### config.mk
export PLATFORM = sky130hd
export DESIGN_NAME = conv_sample_feeder
export DESIGN_NICKNAME = d
export VERILOG_FILES = /design/src/rtl/conv_pkg.sv /design/src/rtl/sample_buffer.sv /design/src/rtl/conv_sample_feeder.sv
export SDC_FILE = /design/constraint.sdc
export NUM_CORES = 1
export LEC_CHECK = 0
export CORE_MARGIN = 3
export CORE_UTILIZATION = 35
export DETAILED_ROUTE_END_ITERATION = 6
export MAX_ROUTING_LAYER = met4
export PLACE_DENSITY = 0.6
export SLEW_MARGIN = 0
export SYNTH_ARGS = -nofsm -noshare
export SYNTH_HDL_FRONTEND = slang
export SYNTH_SLANG_ARGS = --single-unit
### constraint.sdc
create_clock -name CLK -period 2.9 [get_ports CLK]
set_clock_uncertainty 0.15 [all_clocks]
set_input_delay 0.58 -clock CLK [delete_from_list [all_inputs] [get_ports CLK]]
set_output_delay 0.58 -clock CLK [all_outputs]
set_load 0.03 [all_outputs]
### src/rtl/conv_pkg.sv
// Shared definitions for the systolic convolution chain: default sizes,
// the sample type used by the feeder and the convolution blocks, and the
// feeder's state encoding.
package conv_pkg;

  localparam int N_BITS = 4;
  localparam int DEPTH  = 16;
  localparam int TAPS   = 2;

  typedef logic [N_BITS-1:0] sample_t;

  // ST_ prefix keeps the DONE state distinct from the DONE output port.
  typedef enum logic [1:0] {
    ST_IDLE,
    ST_STREAM,
    ST_FLUSH,
    ST_DONE
  } feeder_state_t;

endpackage

### src/rtl/sample_buffer.sv
// Frame storage for the sample feeder: DEPTH x N_BITS register file with
// one synchronous write port and one registered read port. Storage is not
// reset; the valid region is tracked by the owner's sample count.
module sample_buffer #(
  parameter int N_BITS = 4,
  parameter int DEPTH  = 16,
  parameter int AW     = (DEPTH > 1) ? $clog2(DEPTH) : 1
) (
  input  logic              clk,
  input  logic              wr_en,
  input  logic [AW-1:0]     wr_addr,
  input  logic [N_BITS-1:0] wr_data,
  input  logic [AW-1:0]     rd_addr,
  output logic [N_BITS-1:0] rd_data
);

  logic [N_BITS-1:0] mem_q [DEPTH];
  logic [N_BITS-1:0] mem_d [DEPTH];
  logic [N_BITS-1:0] rd_data_q;
  logic [N_BITS-1:0] rd_data_d;

  // Next contents of the array: unchanged except for the written entry.
  always_comb begin
    mem_d = mem_q;
    if (wr_en) begin
      mem_d[wr_addr] = wr_data;
    end
    rd_data_d = mem_q[rd_addr];
  end

  // Storage and read register update every edge; no reset by design.
  always_ff @(posedge clk) begin
    mem_q     <= mem_d;
    rd_data_q <= rd_data_d;
  end

  assign rd_data = rd_data_q;

endmodule

### src/rtl/conv_sample_feeder.sv
// Upstream sample source for the convolution chain. Buffers one frame from
// the load port, then on START streams it onto X one sample per clock,
// followed by TAPS-1 zeros that drain the chain, then pulses DONE.
// The FSM runs one cycle ahead of the registered X outputs: each state
// cycle issues a buffer read (or a zero) that appears on X after the edge.
module conv_sample_feeder #(
  parameter int N_BITS = conv_pkg::N_BITS,
  parameter int DEPTH  = conv_pkg::DEPTH,
  parameter int TAPS   = conv_pkg::TAPS
) (
  input  logic                       CLK,
  input  logic                       RST,
  input  logic                       LD_VALID,
  output logic                       LD_READY,
  input  logic [N_BITS-1:0]          LD_DATA,
  input  logic                       LD_LAST,
  input  logic                       CLR,
  input  logic                       START,
  output logic [N_BITS-1:0]          X,
  output logic                       X_VALID,
  output logic                       BUSY,
  output logic                       DONE,
  output logic [$clog2(DEPTH+1)-1:0] COUNT
);

  import conv_pkg::*;

  localparam int AW         = (DEPTH > 1) ? $clog2(DEPTH) : 1;
  localparam int CW         = $clog2(DEPTH + 1);
  localparam int FW         = (TAPS > 2) ? $clog2(TAPS) : 1;
  localparam int FLUSH_LAST = (TAPS > 1) ? (TAPS - 2) : 0;

  feeder_state_t     state_q, state_d;
  logic [CW-1:0]     count_q, count_d;
  logic              closed_q, closed_d;
  logic [CW-1:0]     idx_q, idx_d;
  logic [FW-1:0]     flush_q, flush_d;
  logic              x_valid_q, x_valid_d;
  logic              x_frame_q, x_frame_d;
  logic              done_q, done_d;
  logic              idle_ok;
  logic              wr_en;
  logic [N_BITS-1:0] rd_data;

  // The DONE pulse cycle is treated as still finishing, so START/CLR/loads
  // are only honoured once it has passed.
  always_comb begin
    idle_ok  = (state_q == ST_IDLE) && !done_q;
    LD_READY = idle_ok && !closed_q && (count_q < CW'(DEPTH)) && !RST;
    wr_en    = LD_VALID && LD_READY && !CLR;
  end

  sample_buffer #(
    .N_BITS (N_BITS),
    .DEPTH  (DEPTH),
    .AW     (AW)
  ) u_buffer (
    .clk     (CLK),
    .wr_en   (wr_en),
    .wr_addr (count_q[AW-1:0]),
    .wr_data (LD_DATA),
    .rd_addr (idx_q[AW-1:0]),
    .rd_data (rd_data)
  );

  // Next-state, frame bookkeeping and the next values of the X-side flags.
  always_comb begin
    state_d   = state_q;
    count_d   = count_q;
    closed_d  = closed_q;
    idx_d     = idx_q;
    flush_d   = flush_q;
    x_valid_d = 1'b0;
    x_frame_d = 1'b0;
    done_d    = 1'b0;
    case (state_q)
      ST_IDLE: begin
        if (idle_ok) begin
          if (CLR) begin
            count_d  = '0;
            closed_d = 1'b0;
          end else if (START && closed_q && (count_q != '0)) begin
            state_d = ST_STREAM;
            idx_d   = '0;
          end else if (wr_en) begin
            count_d  = count_q + CW'(1);
            closed_d = LD_LAST || (count_q == CW'(DEPTH - 1));
          end
        end
      end
      ST_STREAM: begin
        x_valid_d = 1'b1;
        x_frame_d = 1'b1;
        idx_d     = idx_q + CW'(1);
        if (idx_q == count_q - CW'(1)) begin
          flush_d = '0;
          state_d = (TAPS > 1) ? ST_FLUSH : ST_DONE;
        end
      end
      ST_FLUSH: begin
        x_valid_d = 1'b1;
        flush_d   = flush_q + FW'(1);
        if (flush_q == FW'(FLUSH_LAST)) begin
          state_d = ST_DONE;
        end
      end
      ST_DONE: begin
        done_d  = 1'b1;
        state_d = ST_IDLE;
      end
      default: begin
        state_d = ST_IDLE;
      end
    endcase
  end

  // State and output registers with synchronous reset; reset abandons any stream.
  always_ff @(posedge CLK) begin
    if (RST) begin
      state_q   <= ST_IDLE;
      count_q   <= '0;
      closed_q  <= 1'b0;
      idx_q     <= '0;
      flush_q   <= '0;
      x_valid_q <= 1'b0;
      x_frame_q <= 1'b0;
      done_q    <= 1'b0;
    end else begin
      state_q   <= state_d;
      count_q   <= count_d;
      closed_q  <= closed_d;
      idx_q     <= idx_d;
      flush_q   <= flush_d;
      x_valid_q <= x_valid_d;
      x_frame_q <= x_frame_d;
      done_q    <= done_d;
    end
  end

  // X is zero unless a frame sample is being presented, so the chain sees
  // zeros during flush and while idle.
  always_comb begin
    X       = x_frame_q ? rd_data : '0;
    X_VALID = x_valid_q;
    BUSY    = x_valid_q;
    DONE    = done_q;
    COUNT   = count_q;
  end

endmodule

* Word-level counts from Yosys, hierarchy flattened
Index checks and enable logic that the tools add are counted.
Word-level totals: register bits 85, latch bits 0, RAM bits 0, bits in read-only memories 0, input bits 10, output and inout bits 13, logic and storage cells 98, memories kept 0
Cells by class: $add $sub $neg 4, multiply operators 0, div/mod/pow operators 0, order comparisons 4, equality and inequality tests 11, shift operators 0, muxes and demuxes 28, bitwise logic cells 2, reduce and logical (&&, ||, !) cells 24
Operator list (number):
- bitwise mux 64 bit | 1
- 2-to-1 mux 5 bit | 6
- binary-select mux 4 bit (select 4 bit) | 1
- demux 4 bit (select 4 bit) | 1
- 2-to-1 mux 4 bit | 4
- adder 5 x 1 -> 5 bit (second input constant) | 2
- >= comparator 5 bit (second input constant) | 2
- 2-to-1 mux 2 bit | 5
- inequality test 2 bit (second input constant) | 5
- NOT 4 -> 5 bit | 2
- case mux 5 bit (2 select lines) | 1
- logical AND 1 bit | 9
- case mux 2 bit (4 select lines) | 1
- AND reduction 4 bit | 2
- 2-to-1 mux 1 bit | 7
- nonzero test 2 bit | 3
- == test 5 x 4 -> 1 bit (second input constant) | 1
- == test 5 bit | 1
- < comparator 5 x 1 -> 1 bit (second input constant) | 1
- < comparator 5 bit (second input constant) | 1
- AND reduction 5 bit | 1
- nonzero test 5 bit | 1
- subtractor 5 x 1 -> 5 bit (second input constant) | 1
- == test 2 bit (second input constant) | 2
- other kinds (9) | 12

* Logic depth before layout (Yosys ltp)
depth in word-level cells 10, gate-level depth with buffers 8, gate-level depth less buffers 7

* Cells and area by module
Synthesis repeated with hierarchy kept, for this count alone.
Second synthesis, totals: cells, all modules 260, area total of the unflattened synthesis 3834.9 µm²
By module, submodules not included:
- sample_buffer | instances 1, cells each 135, area each 2688.8 µm², sequential area each 2001.9 µm²
- conv_sample_feeder | instances 1, cells each 125, area each 1146.1 µm², sequential area each 340.3 µm²

* Worst setup path after synthesis
OpenSTA, ideal clock, no wires.
kind reg2reg, start point register count_q[0], in the netlist COUNT[0], end point register state_q[1], library setup time 121 ps, data arrival time 2049 ps, required time 2629 ps, path slack 581 ps, stages on the path, launching flop included 8, path buffers 0, clock period less this slack 2319 ps, cells stage by stage dfxtp_1 inv_1 ha_1 xnor2_1 a211oi_2 o311ai_2 a21o_1 mux2_2
Between the ends: longest elaborated chain between the ends 4, elaborated cells on any way between the ends 7, those cells by class add/sub: 1; eq/ne: 3; reduce/logical: 3
Ends and longest elaborated chain:
- start, declared | RTL line conv_sample_feeder.sv:34 | logic [CW-1:0] count_q, count_d;
- start signal, assigned | RTL line conv_sample_feeder.sv:130 | count_q <= count_d;
- subtractor 5 x 1 -> 5 bit / nonzero test 5 bit (equally long branches) | RTL line conv_sample_feeder.sv:95, conv_sample_feeder.sv:82
- == test 5 bit / logical AND 1 bit (equally long branches) | RTL line conv_sample_feeder.sv:95, conv_sample_feeder.sv:82
- inequality test 2 bit (no source line) / inequality test 2 x 1 -> 1 bit (equally long branches)
- AND reduction 5 bit (no source line) (*)
- end signal, assigned | RTL line conv_sample_feeder.sv:129 | state_q <= state_d;
- end, declared | RTL line conv_sample_feeder.sv:33 | feeder_state_t state_q, state_d;
Every way passes the cells marked *; elsewhere a longest branch is shown, timed or not. A chain may end at the register's enable or synchronous reset.

* Worst setup path in the final report
start point register state_q[1], end point register u_buffer.mem_q[60] (netlist bit), enable pin
Between the ends: longest elaborated chain between the ends 7
Ends and longest elaborated chain:
- zero test 2 bit | RTL line conv_sample_feeder.sv:48 | idle_ok = (state_q == ST_IDLE) && !done_q;
- logical AND 1 bit | RTL line conv_sample_feeder.sv:48
- logical AND 1 bit (3 in series) | RTL line conv_sample_feeder.sv:49 | LD_READY = idle_ok && !closed_q && (count_q < CW'(DEPTH)) && !RST;
- logical AND 1 bit (2 in series) | RTL line conv_sample_feeder.sv:50 | wr_en = LD_VALID && LD_READY && !CLR;
- end signal, assigned | RTL line sample_buffer.sv:33 | mem_q <= mem_d;
- end, declared | RTL line sample_buffer.sv:17 | logic [N_BITS-1:0] mem_q [DEPTH];
No other way between the ends.

==> impl_metrics.ini <==
[global_routing]
vias_in_the_first_global_route = 2203
globalRouteTotalUtil_pct = 14.10
first_pass_grt_wire_length_um = 11850
grt.overflow.total = 0
initial_antenna_violation_count = 0
grt_max_degree = 21

[logic_synthesis]
synth_area_leaders = edfxtp_1, dfxtp_1, mux4_2, ha_1, nor2_1
postSynth.asyncResetShare_pct = 0
syn_area_um2 = 3720
synth_edf_count = 64
syn_nets = 279
synth_cells = 257
register_area_share_after_synthesis_pct = 62.97
synth_seq_cells = 85
area_fraction_of_the_dominant_cell_type_after_synthesis_pct = 51.66
synth_largest_area_cell = edfxtp_1
postSynth.topFlopCell = edfxtp_1
ys.warnings.count = 0
synth.avg_cell_area_um2 = 14.47
synth_cell_types = 43
post_synth_most_frequent_cells = edfxtp_1, nor2_1, dfxtp_1
cell_with_the_most_instances_after_synthesis = edfxtp_1

[setup_path]
timing.critical_path.to = u_buffer.mem_q[60]
setup.worst_path.end_class = register
crit_path_category = reg -> reg
slowest_delay_ns = 0.48
path_cells = inv_1, ha_1, nor2b_1, nand4_1, nor2_1, nand2_1, nor3_1
sort_of_element_at_the_start_of_the_critical_path = register
worstReg2RegEnd = u_buffer.mem_q[60]
critPathSlowestCell = nor3_1
worstPathRequired_ns = 2.74
worst-r2r-setup-slack_ns = 0.23
worst-endpoint-arrival_ns = 2.51
reg2reg_launch_point = state_q[1]
worstSetupStartpoint = state_q[1]
reg2reg_depth = 7
worstPathMaxFanout = 6

[final_layout]
final_cell_area_um2 = 4310
syn_to_final_growth_pct = 15.88
n_antenna_cell = 0
drive_above_1_share_pct = 16.38
postLayoutCoreUtil_pct = 41.75
final.fill_count = 925
finalNetCount = 310

[drt]
route.detailed.wl_per_inst_um = 16.94
first_pass_iters = 4
dr_total_vias = 2152
ant_nets = 0
dr.first_iter.drc_count = 138
detail_route.drc_violations = 0
viasPerCell = 5.016
routed_wl_um = 7268

[clocking]
cts-htree-levels = 3
tritoncts_clock_tree = built
ctsHoldBuffers = 0
cts_num_sinks = 85
tritoncts.num_buffers = 9
cts_setup_buffers = 0
gates_resized_cts_repair = 0
cts_max_path_buffers = 2
clock_insertion_delay_worst_skew_ns = 0.35
path_clk_slew_ns = 0.09
cts-root-buf = clkbuf_8

[floorplan]
placementRows = 37
initial_core_util_pct = 36.03
dieHeight_um = 109.1
die_w_um = 109.1
fp.dieArea_um2 = 11900
core_area_um2 = 10320
ios = 23

[job]
cap_viol_max_count = 0

[place]
hpwlAfterDp_um = 5025
placed_cell_area_um2 = 4111
io_buffers = 22
gpl.final_weighted_congestion = 0.7699

[timing]
finalSetupViolCount = 0
drv_slew = 0
final_critical_path_share_of_the_clock_period_pct = 91.91
number_of_failing_hold_endpoints_at_the_final_stage = 0
fin_crit_ns = 2.665
grt_setup_unrepaired = false
achievable-frequency_ghz = 0.3752
timing_worst_slew_pin_value_ns = 0.6609
max-slew-margin-rel_pct = 55.80

[power]
worst_ir_drop_vdd_uv = 269.3
power_density_over_cell_area_nw_per_um2 = 560.3
power_leakage_uw = 0.001392

[worst_hold_path]
worst_hold_path_type = reg -> reg

[outcome]
status = finished clean
-- per-stage QoR --
step / std cells / setup slack [ns] / hold WS (ns) / total power [µW] / TNS (ns)
after floorplan: 257 / 0.5807 / 0.3090 / 1516 / 0
after global placement: 413 / 0.08042 / 0.3344 / 1598 / 0
after detailed placement: 413 / -0.01447 / 0.3502 / 1603 / -0.05772
after CTS: 429 / 0.2323 / 0.3624 / 2437 / 0
after global routing: 429 / 0.03960 / 0.3940 / 2519 / 0
final: 429 / 0.2345 / 0.3567 / 2415 / 0
-- worst min-delay path by stage --
| stage | start | end | slack (ns) | depth (start not counted) |
|---|---|---|---|---|
| 3_5_place_dp | closed_q | closed_q | 0.35 | 2 |
| 4_1_cts | closed_q | closed_q | 0.36 | 2 |
| 3_3_place_gp | closed_q | closed_q | 0.33 | 2 |
| 2_1_floorplan | closed_q | closed_q | 0.31 | 2 |
| 6_report | closed_q | closed_q | 0.36 | 2 |
| 5_1_grt | closed_q | closed_q | 0.39 | 2 |
-- power breakdown --
part / switching [µW] / internal (µW) / leakage (µW)
clock network: 435 / 407 / 0.0000988
registers: 13.0 / 1320 / 0.000747
logic: 140 / 96.9 / 0.000547
-- layout by cell type, fill, tap and decap left out, types with 3 or more instances in the layout --
master           instances
clkbuf_8                 9
and2_1                   4
nand2_1                 11
buf_4                   12
a21o_1                   3
mux2i_1                  5
clkdlybuf4s50_1         21
a21oi_1                  9
xor2_1                   5
edfxtp_1                64
xnor2_1                  3
inv_1                    8
ha_1                    12
mux4_2                  16
nor2_1                  27
nor3_1                   7
dfxtp_1                 21
a211oi_1                 4
nand2b_1                 5
nor2b_1                  9
-- per-layer routing --
| metal | wire length [µm] | global-route usage [%] |
|---|---|---|
| met3 | 257 | 3.730 |
| met2 | 3482 | 21.71 |
| met4 | 138 | 5.410 |
| met1 | 3390 | 17.87 |
| met5 | 0 | - |
-- logic make-up (layout without fill, tap and decap cells) --
logic type	count (synthesis)	in the layout	synth area share [%]
buffers and inverters	21	57	2.926
adders and majority gates	12	12	4.036
xor gates and xnor gates	8	8	1.884
DFF	85	85	62.97
AOI/OAI and AO/OA	32	32	6.425
and+or+nand+nor	77	77	10.43
muxes	22	22	11.34
-- sequential cells by signal, indices dropped and copies added (netlist names) --
name and flops:
x_frame_q 1, u_buffer.mem_q 64, idx_q 5, BUSY 1, flush_q 1, COUNT 5
DONE 1, state_q 2, closed_q 1, u_buffer.rd_data 4
-- cell type report --
type,instances,area (µm²),share of cell area [%]
inverter,8,30.03,0.6967
clock buffer,10,127.6,2.961
timing repair buffer,33,300.3,6.967
sequential,85,2342,54.34
tap,136,170.2,3.948
clock inverter,6,71.32,1.655
multi-input combinational,151,1269,29.43
-- critical path: cells and delay by family, from the launching register on --
family                     cells  cell delay, ns
and+or+nand+nor                5            1.43
adders and majority gates      1            0.26
DFF                            1            0.34
buffers and inverters          1            0.13
No activity file was read; power rests on OpenSTA's default activity.
